`config.mk`:
```
export PLATFORM = sky130hd
export DESIGN_NAME = instr_encoder
export DESIGN_NICKNAME = d
export VERILOG_FILES = /design/src/rtl/instr_encoder.sv
export SDC_FILE = /design/constraint.sdc
export NUM_CORES = 1
export LEC_CHECK = 0
export CAP_MARGIN = 20
export CORE_MARGIN = 5
export CORE_UTILIZATION = 25
export CTS_CLUSTER_SIZE = 8
export DETAILED_ROUTE_END_ITERATION = 12
export HOLD_SLACK_MARGIN = 0.03
export PLACE_DENSITY_LB_ADDON = 0.3
export SKIP_LAST_GASP = 1
export SLEW_MARGIN = 20
export SYNTH_ARGS = -nofsm -noshare
export SYNTH_HDL_FRONTEND = slang
export SYNTH_SLANG_ARGS = --single-unit
```
`constraint.sdc`:
```
create_clock -name i_clk -period 2.3 [get_ports i_clk]
set_clock_uncertainty 0.15 [all_clocks]
set_input_delay 0.23 -clock i_clk [delete_from_list [all_inputs] [get_ports i_clk]]
set_output_delay 0.23 -clock i_clk [all_outputs]
set_load 0.02 [all_outputs]
```
`src/rtl/instr_encoder.sv`:
```
// rtl/instr_encoder.sv - RV32I field-descriptor to instruction-word encoder writing sequential IMEM words.
// Optional ENC_ALT_CHECK_EN: reject i_alt outside R funct3 0/5 and OP-IMM funct3 5 (error code 1).
module instr_encoder #(
  parameter int ADDR_W    = 11,
  parameter int BASE_ADDR = 0
) (
  input  logic              i_clk,
  input  logic              i_rst_n,
  input  logic              i_start,
  input  logic              i_vld,
  output logic              o_rdy,
  input  logic [3:0]        i_op,
  input  logic [2:0]        i_funct3,
  input  logic              i_alt,
  input  logic [4:0]        i_rd,
  input  logic [4:0]        i_rs1,
  input  logic [4:0]        i_rs2,
  input  logic [31:0]       i_imm,
  output logic              o_imem_we,
  output logic [ADDR_W-1:0] o_imem_addr,
  output logic [31:0]       o_imem_wdata,
  output logic [ADDR_W:0]   o_count,
  output logic              o_full,
  output logic              o_err,
  output logic [1:0]        o_err_code
);

  typedef enum logic [1:0] {S_IDLE, S_ENC, S_WR} state_t;

  localparam logic [ADDR_W-1:0] BASE = ADDR_W'(BASE_ADDR);
  localparam logic [ADDR_W:0]   ONE  = (ADDR_W+1)'(1);

  state_t            state_q, state_d;
  logic              started_q;
  logic [3:0]        op_q;
  logic [2:0]        f3_q;
  logic              alt_q;
  logic [4:0]        rd_q, rs1_q, rs2_q;
  logic [31:0]       imm_q;
  logic [31:0]       word_q, word_d;
  logic              bad_op_q, bad_op_d;
  logic              bad_imm_q, bad_imm_d;
  logic [ADDR_W:0]   count_q;
  logic              err_q;
  logic [1:0]        err_code_q;

  logic accept, full, alt_ok, alt_eff, alt_bad, i_ok, b_ok, j_ok, shift_f3;

  assign full     = count_q[ADDR_W];
  assign o_rdy    = (state_q == S_IDLE) && started_q && !i_start;
  assign accept   = i_vld && o_rdy;
  assign o_imem_we = (state_q == S_WR) && !bad_op_q && !bad_imm_q && !full && !i_start;
  assign o_imem_addr  = BASE + count_q[ADDR_W-1:0];
  assign o_imem_wdata = word_q;
  assign o_count      = count_q;
  assign o_full       = full;
  assign o_err        = err_q;
  assign o_err_code   = err_code_q;

  // Sign-extension checks: the bits above the encodable field must all match.
  assign i_ok = (&imm_q[31:11]) || !(|imm_q[31:11]);
  assign b_ok = (&imm_q[31:12]) || !(|imm_q[31:12]);
  assign j_ok = (&imm_q[31:20]) || !(|imm_q[31:20]);
  assign shift_f3 = (f3_q == 3'd1) || (f3_q == 3'd5);

  assign alt_ok  = ((op_q == 4'd0) && ((f3_q == 3'd0) || (f3_q == 3'd5))) ||
                   ((op_q == 4'd1) && (f3_q == 3'd5));
  assign alt_eff = alt_q && alt_ok;
`ifdef ENC_ALT_CHECK_EN
  assign alt_bad = alt_q && !alt_ok;
`else
  assign alt_bad = 1'b0;
`endif

  always_comb begin
    word_d    = 32'h0;
    bad_op_d  = 1'b0;
    bad_imm_d = 1'b0;
    case (op_q)
      4'd0: word_d = {1'b0, alt_eff, 5'b0, rs2_q, rs1_q, f3_q, rd_q, 7'h33};
      4'd1: begin
        if (shift_f3) begin
          word_d    = {1'b0, alt_eff, 5'b0, imm_q[4:0], rs1_q, f3_q, rd_q, 7'h13};
          bad_imm_d = |imm_q[31:5];
        end else begin
          word_d    = {imm_q[11:0], rs1_q, f3_q, rd_q, 7'h13};
          bad_imm_d = !i_ok;
        end
      end
      4'd2: begin
        word_d    = {imm_q[11:0], rs1_q, f3_q, rd_q, 7'h03};
        bad_op_d  = (f3_q == 3'd3) || (f3_q >= 3'd6);
        bad_imm_d = !i_ok;
      end
      4'd3: begin
        word_d    = {imm_q[11:5], rs2_q, rs1_q, f3_q, imm_q[4:0], 7'h23};
        bad_op_d  = f3_q > 3'd2;
        bad_imm_d = !i_ok;
      end
      4'd4: begin
        word_d    = {imm_q[12], imm_q[10:5], rs2_q, rs1_q, f3_q, imm_q[4:1], imm_q[11], 7'h63};
        bad_op_d  = (f3_q == 3'd2) || (f3_q == 3'd3);
        bad_imm_d = !b_ok || imm_q[0];
      end
      4'd5: begin
        word_d    = {imm_q[20], imm_q[10:1], imm_q[11], imm_q[19:12], rd_q, 7'h6F};
        bad_imm_d = !j_ok || imm_q[0];
      end
      4'd6: begin
        word_d    = {imm_q[11:0], rs1_q, f3_q, rd_q, 7'h67};
        bad_op_d  = f3_q != 3'd0;
        bad_imm_d = !i_ok;
      end
      4'd7: begin
        word_d    = {imm_q[31:12], rd_q, 7'h37};
        bad_imm_d = |imm_q[11:0];
      end
      4'd8: begin
        word_d    = {imm_q[31:12], rd_q, 7'h17};
        bad_imm_d = |imm_q[11:0];
      end
      default: bad_op_d = 1'b1;
    endcase
    if (alt_bad) bad_op_d = 1'b1;
  end

  always_comb begin
    state_d = state_q;
    case (state_q)
      S_IDLE:  if (accept) state_d = S_ENC;
      S_ENC:   state_d = S_WR;
      S_WR:    state_d = S_IDLE;
      default: state_d = S_IDLE;
    endcase
    if (i_start) state_d = S_IDLE;
  end

  always_ff @(posedge i_clk or negedge i_rst_n) begin
    if (!i_rst_n) begin
      state_q    <= S_IDLE;
      started_q  <= 1'b0;
      op_q       <= 4'h0;
      f3_q       <= 3'h0;
      alt_q      <= 1'b0;
      rd_q       <= 5'h0;
      rs1_q      <= 5'h0;
      rs2_q      <= 5'h0;
      imm_q      <= 32'h0;
      word_q     <= 32'h0;
      bad_op_q   <= 1'b0;
      bad_imm_q  <= 1'b0;
      count_q    <= '0;
      err_q      <= 1'b0;
      err_code_q <= 2'd0;
    end else begin
      state_q   <= state_d;
      started_q <= 1'b1;
      if (accept) begin
        op_q  <= i_op;
        f3_q  <= i_funct3;
        alt_q <= i_alt;
        rd_q  <= i_rd;
        rs1_q <= i_rs1;
        rs2_q <= i_rs2;
        imm_q <= i_imm;
      end
      if (state_q == S_ENC && !i_start) begin
        word_q    <= word_d;
        bad_op_q  <= bad_op_d;
        bad_imm_q <= bad_imm_d;
      end
      if (i_start) begin
        count_q    <= '0;
        err_q      <= 1'b0;
        err_code_q <= 2'd0;
      end else if (state_q == S_WR) begin
        if (o_imem_we) begin
          count_q <= count_q + ONE;
        end else begin
          // Only the first failure is recorded; later ones just keep the flag set.
          err_q <= 1'b1;
          if (!err_q) err_code_q <= bad_op_q ? 2'd1 : (bad_imm_q ? 2'd2 : 2'd3);
        end
      end
    end
  end

endmodule

```
* After elaboration in Yosys (flattened, before gate mapping)
Index checks and enable logic that the tools add are counted.
Storage, ports and cells: register bits after elaboration 107, output and inout port bits 61
Cells by class: eq/ne operators 17, add/sub/neg operators 1, multiplexer cells 20, $lt $le $gt $ge 2, reduce and logical (&&, ||, !) cells 51
Operator list (count):
- 32-bit case mux with 9 select lines | 1
- 12-bit 2-to-1 mux | 3
- 32-bit 2-to-1 mux | 1
- 27-bit OR reduction | 1
- 12-bit OR reduction | 2
- 21-bit AND reduction | 1
- 21-bit OR reduction | 1
- 20-bit AND reduction | 1
- 20-bit OR reduction | 1
- 4-bit by 3-bit == test with 1-bit output, second input constant | 4
- 2-bit 2-to-1 mux | 7
- 12-bit by 1-bit adder with 12-bit output, second input constant | 1
- 12-bit AND reduction | 1
- 1-bit logical AND | 11
- 1-bit zero test | 10
- 1-bit logical OR | 10
- 1-bit case mux with 5 select lines | 2
- 4-bit by 2-bit == test with 1-bit output, second input constant | 2
- 3-bit by 2-bit == test with 1-bit output, second input constant | 2
- 1-bit 2-to-1 mux | 5
- 5-bit OR reduction | 1
- 4-bit by 1-bit == test with 1-bit output, second input constant | 1
- 4-bit == test, second input constant | 1
- 4-bit zero test | 1
- other kinds (17) | 20

* Depth between registers and ports, before layout
Gate-level depths: netlist of run 1.
depth in word-level cells 8, mapped depth 7, mapped depth without buffers 6

* Worst setup path after synthesis of run 1
OpenSTA, ideal clock, no wires.
path kind input port to flip-flop, start point input i_start, end point register imm_q[9], data required time 2.033 ns, stages on the path 7, arrival time 1.641 ns, library setup time 0.117 ns, setup slack 0.393 ns, cell sequence buf_2 -> nor4b_2 -> nand2_1 -> buf_2 -> buf_2 -> nand2_1 -> nand2_1
Between the ends: cells in the longest elaborated chain, start to end 3
RTL lines:
- from (decl) | RTL line 9 | input logic i_start,
- 1-bit zero test | RTL line 50 | assign o_rdy = (state_q == S_IDLE) && started_q && !i_start;
- 1-bit logical AND | RTL line 50
- named net o_rdy | RTL line 11 | output logic o_rdy,
- 1-bit logical AND | RTL line 51 | assign accept = i_vld && o_rdy;
- to (signal assigned) | RTL line 165 | imm_q <= i_imm;
- to (decl) | RTL line 39 | logic [31:0] imm_q;
The timed path passes the listed nets, and every way through them passes these cells. A chain may end at the register's enable or synchronous reset.

* Final worst setup path of run 1
start point register state_q[1], end point output o_rdy
Between the ends: cells in the longest elaborated chain, start to end 3
RTL lines:
- from (decl) | RTL line 33 | state_t state_q, state_d;
- from (signal assigned) | RTL line 156 | state_q <= state_d;
- 2-bit zero test | RTL line 50
- 1-bit logical AND (2 in series) | RTL line 50
- to (decl) | RTL line 11
No other way between the ends.

==> flow_summary.toml, run 1 <==
[outcome]
status = "finished, final reports clean"

[clock_tree]
root_buffer = "clkbuf_16"
tritoncts = "yes"
insertion_delay_ps = 350
clock_sinks = 106
cts_buffers = 9
clockBufferDepth = 2
htreeDepth = 3
post-cts-setup-buffers = 0
path_clk_slew_ps = 70

[power_and_ir_drop]
pwr_density_cell_mw_per_mm2 = 851
p_sw_frac = 0.344
power.internal_mw = 4.01
leakage_nw = 3.12
clkPwrFrac = 0.250
p_comb_frac = 0.324
power_frac_seq = 0.425
p_sw_mw = 2.10
vdd_drop_max_uv = 378

[sta]
drv_slew = 0
worst_pin_slew_ps = 576
period_needed_ps = 2140
rsz0062_at_grt = "false"
finalHoldViolations = 0
maxSlewHeadroom = 0.614
finalSetupViolations = 0
fin_tns_setup_ps = 0
fin_crit_sh = 0.932
max_freq_mhz = 466
finalWorstSetupSlack_ps = 156

[job]
max_cap_viol_count = 0

[synth]
synth_cell_types = 58
synth_top_family_by_area = "simple AND/OR/NAND/NOR gates"
synth_nets = 665
synth-main-ff-cell = "dfrtp_1"
yosys.area_share.simple = 0.230
synth-edff-count = 0
synth-compound-area-share = 0.166
synth_seq_cells = 106
avgSynthCellArea_um2 = 8.87
synth_warnings = 0
yosysTopAreaCell = "dfrtp_1"
synth-xor-area-share = 0.0163
synth.area.top_cells = "dfrtp_1, nand2_1, a22oi_1, nor2_1, a22o_1"
ys_seq_area_frac = 0.494
synth_fa_ha_area_frac = 0.00233
synth.top_cell.area_share = 0.494
syn_inst = 605
synth_mux_area_frac = 0.0275
syn-cell-area_mm2 = 0.00537
ys_async_sr_fraction = 1.00

[floorplan]
die_x_um = 157
coreArea_mm2 = 0.0211
num_rows = 53
start_util = 0.254
chipHeight_um = 157
io_pins = 120
dieArea_mm2 = 0.0245

[finish]
drive_above_1_share = 0.0803
nFillCells = 2222
final_util = 0.340
area.growth.synth_to_final_pct = 33.7
diodes = 0
nets = 778

[worst_setup_path]
path_class = "reg -> out"
cp-start-kind = "register"
cp_max_fo = 3
end_kind = "output port"
crit_arrival_ps = 1760
cp.required_ps = 1920

[global_routing]
grt_pass1_wl_um = 26000
grt_util_all_layers = 0.134
overflow = 0
grt_max_degree = 50
grt_pass1_vias = 4602
antenna_found_initial = 0

[routing]
antenna_left = 0
vias_per_cell = 4.77
wl_um = 16400
routedWlPerCell_um = 16.4
vias = 4751
drt_iter0_markers = 325
firstDrtPassIters = 5
drc = 0

[place]
io_buffers = 119
gp_congestion = 0.824
pre_cts_slack_ps = 219
dp_hpwl_um = 12300

[min_path]
hold_class = "in -> reg"
==> cells in the final DEF (no fill, tap or decap), types with 13 or more instances in the layout <==
master / Yosys / final
nand2_1: 195 / 195
clkdlybuf4s50_1: 0 / 117
dfrtp_1: 106 / 106
nor2_1: 31 / 31
buf_4: 14 / 29
a21oi_1: 22 / 22
o21ai_0: 21 / 21
a22oi_1: 21 / 21
a22o_1: 13 / 13
nor4_1: 13 / 13
==> path summary, 6_finish.rpt <==
| check | startpoint | endpoint | slack [ps] | cells after the start |
|---|---|---|---|---|
| max | state_q[1] | o_rdy | 160 | 2 |
| min | i_imm[5] | imm_q[5] | 250 | 3 |
| max reg2reg | op_q[1] | o_imem_wdata[31] | 250 | 5 |
| min reg2reg | o_imem_wdata[9] | o_imem_wdata[9] | 330 | 2 |
| max in group asynchronous | i_rst_n | o_count[11] | 1090 | 3 |
| min in group asynchronous | i_rst_n | imm_q[29] | 260 | 2 |
==> cells by family after synthesis <==
| family | count (synthesis) |
|---|---|
| DFF | 106 |
| other | 1 |
| muxes | 13 |
| buffers and inverters | 61 |
| adders and majority gates | 1 |
| and+or+nand+nor | 285 |
| xor gates and xnor gates | 10 |
| AOI/OAI and AO/OA | 128 |
==> power by group through the flow <==
stage                     combinational, mW  sequential [mW]  clock [mW]
after global routing                   2.17             2.65        1.64
after detailed placement               1.99             2.63           0
after CTS                              2.00             2.60        1.58
final                                  1.98             2.60        1.53
after floorplan                       0.989             2.69           0
after global placement                 1.98             2.62           0
==> metal layers <==
metal	GRT usage	vias to the layer above	wire length, um
met3	0.0210	14	736
li1	-	2323	-
met5	0	-	0
met2	0.205	138	7420
met1	0.196	2276	8020
met4	0.0384	0	214
==> cell type report <==
cell class / count / area (um^2) / share of cell area
flip-flops and latches: 106 / 2650 / 0.370
multi-input cells: 438 / 2380 / 0.332
repair buffers: 151 / 1470 / 0.204
well taps: 275 / 344 / 0.0479
clock buffers: 12 / 246 / 0.0343
inverters: 12 / 45.0 / 0.00628
clock inverters: 3 / 40.0 / 0.00558
==> state kept, by name (all words and copies together), names as in the netlist <==
name,flops
state_q,2
f3_q,3
bad_imm_q,1
o_count,12
op_q,4
rs2_q,5
bad_op_q,1
o_err,1
alt_q,1
imm_q,32
rs1_q,5
o_imem_wdata,31
started_q,1
rd_q,5
o_err_code,2
==> cell usage after synthesis (3+ instances only) <==
library cell / instances
o21ai_0: 21
dfrtp_1: 106
nand2b_1: 3
nor3_2: 3
clkbuf_8: 3
xnor2_1: 8
nand4_1: 8
nand2_1: 195
a22o_1: 13
a21oi_1: 22
mux2i_1: 11
inv_1: 10
buf_2: 17
nor2_1: 31
o22ai_1: 9
nor4_1: 13
nor2b_1: 9
buf_4: 14
o31ai_1: 5
a211oi_1: 10
clkbuf_1: 15
a221oi_1: 5
a22oi_1: 21
a31oi_1: 3
nor3_1: 4
nand3_1: 8
==> what timing repair did <==
| item | in CTS | in global routing |
|---|---|---|
| endpoints found under the setup margin | 1 | 0 |
| endpoints found under the hold margin | 35 | 0 |
| hold buffers | 1 | 0 |
| gates resized for setup | 1 | 0 |
==> worst max-delay path, stage by stage (launching register included) <==
cell	delay [ps]
dfrtp_1	410
nor4b_2	330
clkdlybuf4s50_1	670
==> metrics by stage <==
stage          instances  hold slack [ps]  total power, mW  instance area (um^2)
3_3_place_gp         981              100             4.60                  6880
6_report             997              255             6.10                  7180
4_1_cts              997              242             6.17                  7180
3_5_place_dp         981             91.6             4.62                  6880
5_1_grt              997              267             6.46                  7180
2_1_floorplan        605             -216             3.68                  5370
No activity file was read; power rests on OpenSTA's default activity.
==> run 2, diff against run 1 <==
--- a/config.mk
+++ b/config.mk
@@ -6,12 +6,13 @@
 export NUM_CORES = 1
 export LEC_CHECK = 0
 export CAP_MARGIN = 20
+export CORE_ASPECT_RATIO = 0.9
 export CORE_MARGIN = 5
 export CORE_UTILIZATION = 25
 export CTS_CLUSTER_SIZE = 8
 export DETAILED_ROUTE_END_ITERATION = 12
 export HOLD_SLACK_MARGIN = 0.03
-export PLACE_DENSITY_LB_ADDON = 0.3
+export PLACE_DENSITY_LB_ADDON = 0.25
 export SKIP_LAST_GASP = 1
 export SLEW_MARGIN = 20
 export SYNTH_ARGS = -nofsm -noshare
==> flow_summary.toml, run 2 (synthesis results as in run 1) <==
[worst_setup_path]
path_class = "reg -> reg"
crit_chain = "buf_4 > clkinv_1 > a2111oi_0 > a221oi_1 > o21ai_0"
crit_arrival_ps = 2240
cp.required_ps = 2430
critPathTopFamily = "compound AO/OA/AOI/OAI gates"
end_kind = "register"
critPathMaxStageDelay_ps = 570
path_buf_inv = 2
worst_path_max_delay_cell = "dfrtp_1"
cp_max_fo = 10
cp-start-kind = "register"

[sta]
finalSetupViolations = 0
fin_tns_setup_ps = 0
drv_slew = 0
maxSlewHeadroom = 0.628
rsz0062_at_grt = "false"
max_freq_mhz = 474
worst_pin_slew_ps = 553
whs_ps = 155
fin_crit_sh = 0.917
finalHoldViolations = 0
period_needed_ps = 2110

[place]
io_buffers = 119
placed_area_mm2 = 0.00692
gp_congestion = 0.827
dp_hpwl_um = 12000

[global_routing]
grt_pass1_wl_um = 26000
overflow = 0
grt_util_all_layers = 0.134
grt_pass1_vias = 4647
grt_max_degree = 55
antenna_found_initial = 0

[routing]
routedWlPerCell_um = 15.9
vias_per_cell = 4.63
drc = 0
drt_iter0_markers = 312
wl_um = 16100
vias = 4697
antenna_left = 0
firstDrtPassIters = 4

[clock_tree]
post-cts-setup-buffers = 0
clock_sinks = 106
htreeDepth = 3
tritoncts = "yes"
clockBufferDepth = 2
insertion_delay_ps = 360
path_clk_slew_ps = 80
root_buffer = "clkbuf_16"
cts_buffers = 9

[floorplan]
coreArea_mm2 = 0.0210
dieArea_mm2 = 0.0245
chipHeight_um = 149
num_rows = 50
die_x_um = 164
io_pins = 120
start_util = 0.256

[finish]
final_cell_mix = "nand2_1, clkdlybuf4s50_1, dfrtp_1"
diodes = 0
largest_register = "imm_q"
largest_register_ffs = 32
nets = 783
drive_above_1_share = 0.0907
fin_area_mm2 = 0.00724
area.growth.synth_to_final_pct = 34.9
nFillCells = 2206
final_util = 0.345
final_common_cell = "nand2_1"

[power_and_ir_drop]
vdd_drop_max_uv = 323
leakage_nw = 3.15
power_mw = 6.16
pwr_density_cell_mw_per_mm2 = 851

[min_path]
hold_class = "in -> async"

[job]
max_cap_viol_count = 0

[outcome]
status = "finished, final reports clean"
==> run 2: cell types whose count changed in the layout (fill, tap and decap cells not counted), sizes merged <==
| cell | before | now |
|---|---|---|
| clkbuf | 12 | 10 |
| bufinv | 1 | 0 |
| clkinv | 3 | 5 |
| inv | 11 | 13 |
| buf | 32 | 37 |
==> run 2: power breakdown <==
group / internal (mW) / leakage, nW / switching, mW / total [mW]
clock: 0.803 / 0.152 / 0.777 / 1.58
sequential: 2.22 / 1.37 / 0.372 / 2.59
combinational: 0.942 / 1.63 / 1.05 / 1.99
==> run 2: layout make-up <==
class / instances / area, um^2 / share of cell area
clock buffer: 10 / 239 / 0.0330
clock inverter: 6 / 72.6 / 0.0100
tap: 286 / 358 / 0.0494
sequential: 106 / 2650 / 0.366
multi-input combinational: 438 / 2380 / 0.329
timing repair buffer: 156 / 1490 / 0.206
inverter: 12 / 45.0 / 0.00622
==> run 2: final timing paths <==
check                                startpoint          endpoint  slack (ps)  cells after the start
worst max-delay path                    op_q[1]  o_imem_wdata[31]         190                      5
worst min-delay path                    i_rst_n        o_count[4]         150                      2
worst max register to register          op_q[1]  o_imem_wdata[31]         190                      5
worst min register to register  o_imem_wdata[8]   o_imem_wdata[8]         330                      2
max in group asynchronous               i_rst_n          imm_q[8]        1120                      3
min in group i_clk                    i_imm[22]         imm_q[22]         240                      3
==> run 2: what timing repair did <==
item                                    in CTS  in global routing
hold endpoints to repair                    71                  0
endpoints found under the setup margin       1                  0
resized for setup                            1                  0
hold buffers                                 1                  0
==> run 2: layer usage <==
metal	wire length, um	vias to the layer above	GRT usage
met2	6830	131	0.197
met4	143	0	0.0312
met1	8260	2229	0.201
met3	890	10	0.0271
li1	-	2327	-
met5	0	-	0
==> run 2: per-stage QoR <==
step           worst slack, ps  std cells
2_1_floorplan              393        605
6_report                   190       1014
5_1_grt                   33.8       1014
3_3_place_gp               250        997
3_5_place_dp               244        997
4_1_cts                    167       1014
==> run 3, diff against run 2 <==
--- a/config.mk
+++ b/config.mk
@@ -12,7 +12,7 @@
 export CTS_CLUSTER_SIZE = 8
 export DETAILED_ROUTE_END_ITERATION = 12
 export HOLD_SLACK_MARGIN = 0.03
-export PLACE_DENSITY_LB_ADDON = 0.25
+export PLACE_DENSITY_LB_ADDON = 0.12
 export SKIP_LAST_GASP = 1
 export SLEW_MARGIN = 20
 export SYNTH_ARGS = -nofsm -noshare
==> flow_summary.toml, run 3 (synthesis results as in run 1) <==
[outcome]
status = "finished, final reports clean"

[finish]
final_common_cell = "nand2_1"
area.growth.synth_to_final_pct = 33.7
seq_area_mm2 = 0.00265
nets = 777
drive_above_1_share = 0.0831
final_cell_mix = "nand2_1, clkdlybuf4s50_1, dfrtp_1"
diodes = 0
largest_register = "imm_q"
multi_input_area_mm2 = 0.00238
largest_register_ffs = 32
nFillCells = 2196

[sta]
finalHoldViolations = 0
whs_ps = 214
fin_tns_setup_ps = 0
finalSetupViolations = 0
maxSlewHeadroom = 0.642
fin_crit_sh = 0.922
rsz0062_at_grt = "false"
max_freq_mhz = 472
drv_slew = 0
period_needed_ps = 2120
worst_pin_slew_ps = 537

[routing]
routedWlPerCell_um = 16.8
vias = 4772
antenna_left = 0
wl_um = 16900
drc = 0
firstDrtPassIters = 4
vias_per_cell = 4.73
drt_iter0_markers = 255

[floorplan]
coreArea_mm2 = 0.0210
dieArea_mm2 = 0.0245
chipHeight_um = 149
io_pins = 120
start_util = 0.256
num_rows = 50
die_x_um = 164

[power_and_ir_drop]
pwr_density_cell_mw_per_mm2 = 851
leakage_nw = 3.10
power_mw = 6.11
vdd_drop_max_uv = 332

[clock_tree]
cts_buffers = 9
clockBufferDepth = 2
insertion_delay_ps = 360
path_clk_slew_ps = 70
clock_sinks = 106
root_buffer = "clkbuf_16"
htreeDepth = 3
tritoncts = "yes"

[worst_setup_path]
end_kind = "output port"
crit_arrival_ps = 1740
cp.required_ps = 1920
cp-start-kind = "register"
cp_max_fo = 3
path_class = "reg -> out"

[global_routing]
grt_pass1_wl_um = 27000
grt_util_all_layers = 0.140
met3_usage = 0.0293
grt_pass1_vias = 4902
grt_max_degree = 52
overflow = 0
antenna_found_initial = 0
grt-busiest-layer = "met2"
met1_usage = 0.204
grtUsageMet2 = 0.208

[job]
max_cap_viol_count = 0

[place]
io_buffers = 119
dp_hpwl_um = 12700
gp_congestion = 0.884

[min_path]
hold_class = "in -> async"
[run 3: cell types whose count changed in the layout (fill, tap and decap cells not counted), sizes merged]
cell      previous run  this run
buf                 37        31
clkinv               5         3
clkinvlp             0         3
inv                 13        12
[run 3: path summary, 6_finish.rpt]
path | startpoint | end | slack [ps] | depth (start not counted)
min | i_rst_n | o_imem_wdata[9] | 210 | 2
min in group i_clk | i_imm[15] | imm_q[15] | 240 | 3
max in group asynchronous | i_rst_n | rs2_q[3] | 1040 | 3
max reg2reg | op_q[1] | o_imem_wdata[28] | 300 | 6
max | state_q[1] | o_rdy | 180 | 2
min reg2reg | o_imem_wdata[3] | o_imem_wdata[3] | 330 | 2
[run 3: through the flow]
stage	worst slack (ps)	area, um^2	std cells	util
finish	180	7180	1008	0.342
global route	99.5	7180	1008	0.342
CTS	152	7180	1008	0.342
detailed placement	225	6890	991	0.329
global placement	268	6890	991	0.329
floorplan	393	5370	605	-
[run 3: layout make-up]
type,count,share of cell area
Clock buffer,10,0.0333
Clock inverter,6,0.00575
Inverter,12,0.00628
Multi-Input combinational cell,438,0.332
Sequential cell,106,0.370
Tap cell,286,0.0499
Timing Repair Buffer,150,0.203
[run 3: where the power goes]
part | leakage (nW) | switching (mW) | internal [mW]
Sequential | 1.37 | 0.382 | 2.22
Combinational | 1.60 | 1.07 | 0.940
Clock | 0.131 | 0.734 | 0.765
Total | 3.10 | 2.18 | 3.92
[run 3: per-layer routing]
| metal | routed length (um) | part of all wire |
|---|---|---|
| met1 | 8390 | 0.50 |
| met2 | 7470 | 0.44 |
| met3 | 820 | 0.048 |
| met4 | 255 | 0.015 |
| met5 | 0 | 0 |
[run 3: what timing repair did]
item                                   CTS  global route
setup buffers                            0             0
endpoints found under the hold margin   27             0
hold buffers                             1             0
gates resized for setup                  1             0
setup endpoints to repair                1             0
[run 3: critical path, stage by stage (launching register included)]
cell and delay (ps):
dfrtp_1 420, nor4b_2 310, clkdlybuf4s50_1 650
==> variant 1 (settings of run 2) <==
Encoding of `state_t`: now one-hot (3 bits for 3 states).
--- a/src/rtl/instr_encoder.sv
+++ b/src/rtl/instr_encoder.sv
@@ -25,7 +25,7 @@
   output logic [1:0]        o_err_code
 );
 
-  typedef enum logic [1:0] {S_IDLE, S_ENC, S_WR} state_t;
+  typedef enum logic [2:0] {S_IDLE = 3'b001, S_ENC = 3'b010, S_WR = 3'b100} state_t;
 
   localparam logic [ADDR_W-1:0] BASE = ADDR_W'(BASE_ADDR);
   localparam logic [ADDR_W:0]   ONE  = (ADDR_W+1)'(1);
Formal check against the unedited RTL: no difference found for any inputs over 4 cycles, from zero or initial values and one cycle with i_rst_n low; so few cycles prove little.
==> variant 1 against run 2 <==
Die area down 0.13%; setup slack got worse by 68 ps; critical path depth fell by 2; final cell count down 11%; wire length increased by 1.3%; clock power down 8%; total power is 8.3% lower; worst hold slack improved by 120 ps; area after synthesis fell by 0.14%; global-route usage rose by 0.20 points; sequential cell count up 1; cell area fell by 1.6%.
==> variant 1: results (changes against run 2) <==
<table>
<tr><th>Metric</th><th>Value</th></tr>
<tr><th colspan="2">Status</th></tr>
<tr><td>Run status</td><td>finished, final reports clean</td></tr>
<tr><th colspan="2">Synth</th></tr>
<tr><td>Count of state elements after synthesis</td><td>107 (+0.94%)</td></tr>
<tr><td>Top post-synthesis cells by area</td><td>sky130_fd_sc_hd__dfrtp_1, sky130_fd_sc_hd__mux2_2, sky130_fd_sc_hd__a22oi_1, sky130_fd_sc_hd__nand2_1, sky130_fd_sc_hd__o21ai_0</td></tr>
<tr><td>Mux share of post-synthesis cell area</td><td>11.6% (+8.9 points)</td></tr>
<tr><td>Number of distinct library cell variants in the gate-level netlist after synthesis</td><td>52 (-10%)</td></tr>
<tr><td>Share of the synthesized netlist area taken by xor and xnor gates</td><td>1.80% (+0.17 points)</td></tr>
<tr><th colspan="2">Finish</th></tr>
<tr><td>Comb_multi_in</td><td>339 (-23%)</td></tr>
<tr><td>Combined area of the multi-input logic cells</td><td>2350 um2 (-1.3%)</td></tr>
<tr><td>Clock buf count</td><td>12 (+2)</td></tr>
<tr><td>Non-clk invs</td><td>13 (+1)</td></tr>
<tr><td># fillers</td><td>2139 (-3.0%)</td></tr>
<tr><td>Clk cell area share</td><td>3.83% (-0.47 points)</td></tr>
<tr><td>Non-Filler Instances</td><td>905 (-11%)</td></tr>
<tr><th colspan="2">Clock tree</th></tr>
<tr><td>Cts repair resizes</td><td>3 (+2)</td></tr>
<tr><th colspan="2">Drt</th></tr>
<tr><td>Via total after detailed routing</td><td>4400 (-6.3%)</td></tr>
<tr><td>Initial DRC Count</td><td>348 (+12%)</td></tr>
<tr><th colspan="2">Power and ir drop</th></tr>
<tr><td>Internal Pwr Total</td><td>3.73 mW (-5.8%)</td></tr>
<tr><td>Power dissipated in combinational cells</td><td>1.65 mW (-17%)</td></tr>
<tr><td>Worst VDD drop</td><td>0.000305 V (-5.5%)</td></tr>
<tr><th colspan="2">Timing</th></tr>
<tr><td>Worst Tran Pin Value</td><td>598 ps (+45.4 ps)</td></tr>
<tr><td>Post-route clock period utilization</td><td>94.7% (+3.0 points)</td></tr>
<tr><th colspan="2">Global routing</th></tr>
<tr><td>Global-route usage over all layers</td><td>13.6% (+0.20 points)</td></tr>
<tr><th colspan="2">Setup path</th></tr>
<tr><td>FF-to-FF End</td><td>o_imem_wdata[26]</td></tr>
<tr><td>Largest delay contributor family on the critical path</td><td>buffers and inverters</td></tr>
<tr><td>Source of the critical timing path</td><td>state_q[0]</td></tr>
<tr><td>Slowest cell on the critical path</td><td>sky130_fd_sc_hd__clkdlybuf4s50_1</td></tr>
</table>
variant 1: changes by cell type after synthesis, moves of 5 or more:
| cell | change |
|---|---|
| sky130_fd_sc_hd__nand2_1 | -152 |
| sky130_fd_sc_hd__buf_6 | +6 |
| sky130_fd_sc_hd__nor2_1 | -5 |
| sky130_fd_sc_hd__buf_2 | -6 |
| sky130_fd_sc_hd__a22oi_1 | +6 |
| sky130_fd_sc_hd__a221oi_1 | +6 |
| sky130_fd_sc_hd__mux2_2 | +48 |
| sky130_fd_sc_hd__o21ai_0 | +11 |
| sky130_fd_sc_hd__buf_1 | +5 |
variant 1: cell families after synthesis:
group                      after synthesis
and+or+nand+nor                        136
AOI/OAI and AO/OA                      133
DFF                                    107
buffers and inverters                   62
muxes                                   56
xor gates and xnor gates                11
adders and majority gates                2
other                                    1
variant 1: metal layers:
layer  up-vias  wire, um  GRT usage [%]
met5         -         0              0
met1      2157      7840           19.7
met3        13      1110           3.32
met4         0       144           3.06
met2       154      7240           20.5
li1       2076         -              -
==> variant 2 (settings of run 2) <==
Without the edit above. `ADDR_W`: 11 -> 9.
--- a/src/rtl/instr_encoder.sv
+++ b/src/rtl/instr_encoder.sv
@@ -1,7 +1,7 @@
 // rtl/instr_encoder.sv - RV32I field-descriptor to instruction-word encoder writing sequential IMEM words.
 // Optional ENC_ALT_CHECK_EN: reject i_alt outside R funct3 0/5 and OP-IMM funct3 5 (error code 1).
 module instr_encoder #(
-  parameter int ADDR_W    = 11,
+  parameter int ADDR_W    = 9,
   parameter int BASE_ADDR = 0
 ) (
   input  logic              i_clk,
Interface: changed (resized o_count and o_imem_addr); port bits go from 120 to 116. The function was not compared with the original's and may differ.
==> variant 2 against run 2 <==
Area after synthesis fell by 1.4%; cell area fell by 1.5%; global-route usage is 0.40 points higher; sequential share of layout area fell by 0.16 points; sequential power barely moved; final cell count decreased by 1.6%; largest power group unchanged; core utilization decreased by 0.30 points; total power is 1.3% higher; largest cell class unchanged; critical endpoint is now o_rdy; wire length increased by 1.1%; setup slack got worse by 68 ps; sequential cell count fell by 2; maximum frequency decreased by 3.1%.
==> variant 2: results (changes against run 2) <==
<table>
<tr><th>Metric</th><th>Value</th></tr>
<tr><th colspan="2">Status</th></tr>
<tr><td>Run status</td><td>finished, final reports clean</td></tr>
<tr><th colspan="2">Setup path</th></tr>
<tr><td>Data arrival time at the worst-slack endpoint</td><td>1800 ps (-440 ps)</td></tr>
<tr><td>Source of the critical timing path</td><td>state_q[1]</td></tr>
<tr><td>Cell count of the worst reg-to-reg path</td><td>6 (+1)</td></tr>
<tr><td>Slowest cell on the critical path</td><td>sky130_fd_sc_hd__clkdlybuf4s50_1</td></tr>
<tr><td>Largest incremental delay on the critical path</td><td>670 ps (+100 ps)</td></tr>
<tr><td>FF-to-FF End</td><td>o_imem_wdata[30]</td></tr>
<tr><th colspan="2">Global routing</th></tr>
<tr><td>Wire length of the first global-routing pass</td><td>26000 um (+0.11%)</td></tr>
<tr><td>Global-route usage over all layers</td><td>13.8% (+0.40 points)</td></tr>
<tr><td>Pin count of the biggest net entering global routing</td><td>45 (-18%)</td></tr>
<tr><td>Vias in the first global route</td><td>4626 (-0.45%)</td></tr>
<tr><th colspan="2">Finish</th></tr>
<tr><td>Clk cell area share</td><td>4.77% (+0.47 points)</td></tr>
<tr><td>Non-Filler Instances</td><td>998 (-1.6%)</td></tr>
<tr><td># fillers</td><td>2198 (-0.36%)</td></tr>
<tr><td>Combined area of the multi-input logic cells</td><td>2360 um2 (-1.0%)</td></tr>
<tr><td>Cell area after layout</td><td>7130 um2 (-1.5%)</td></tr>
<tr><th colspan="2">Clock tree</th></tr>
<tr><td>Cts repair resizes</td><td>2 (+1)</td></tr>
<tr><td>Sink count of the clock tree</td><td>104 (-1.9%)</td></tr>
<tr><th colspan="2">Drt</th></tr>
<tr><td>DR WL met2</td><td>6850 um (+0.28%)</td></tr>
<tr><td>Routed Wire Length</td><td>16300 um (+1.1%)</td></tr>
<tr><td>Post-DR vias/cell</td><td>4.65 (+0.46%)</td></tr>
<tr><td>Initial DRC Count</td><td>282 (-9.6%)</td></tr>
<tr><td>Met1 WL</td><td>8120 um (-1.7%)</td></tr>
<tr><th colspan="2">Placement</th></tr>
<tr><td>Worst slack at placement</td><td>78.2 ps (-166 ps)</td></tr>
<tr><td>Area of placed instances</td><td>6780 um2 (-2.0%)</td></tr>
<tr><td>Half-perimeter wire length after placement</td><td>12100 um (+0.68%)</td></tr>
<tr><td>Cells after DPL</td><td>981 (-1.6%)</td></tr>
<tr><th colspan="2">Synth</th></tr>
<tr><td>Number of distinct library cell variants in the gate-level netlist after synthesis</td><td>59 (+1.7%)</td></tr>
<tr><th colspan="2">Hold path</th></tr>
<tr><td>Worst hold path type</td><td>primary input to register</td></tr>
<tr><th colspan="2">Timing</th></tr>
<tr><td>Worst Tran Pin Value</td><td>606 ps (+53.3 ps)</td></tr>
<tr><td>Hold_ws</td><td>249 ps (+94.3 ps)</td></tr>
</table>
==> variant 2: report_power, final <==
group | switching, mW | total [mW] | internal (mW) | leakage (nW)
clock network | 0.691 | 1.74 | 1.05 | 0.169
logic | 1.01 | 1.93 | 0.914 | 1.61
registers | 0.387 | 2.58 | 2.19 | 1.33
total | 2.09 | 6.24 | 4.15 | 3.11
==> variant 2: cells by family after synthesis <==
group	count (synthesis)	share of synthesized area, %
buf+inv	65	6.34
other cells	1	0.0709
flops	104	49.2
compound gates	138	17.6
simple gates	272	22.9
fa+ha+maj	2	0.426
xor+xnor	10	1.66
mux	9	1.75
==> variant 2: worst max path at each step <==
stage | cells past startpoint | endpoint
3_5_place_dp | 6 | bad_imm_q
3_3_place_gp | 7 | bad_imm_q
2_1_floorplan | 6 | alt_q
6_report | 2 | o_rdy
5_1_grt | 2 | o_rdy
4_1_cts | 2 | o_rdy
==> variant 2: metal layers <==
layer  track usage, %  vias up
met5                0        -
met4             3.52        0
met3             3.54       10
met2             20.2      155
met1             20.2     2197
li1                 -     2282
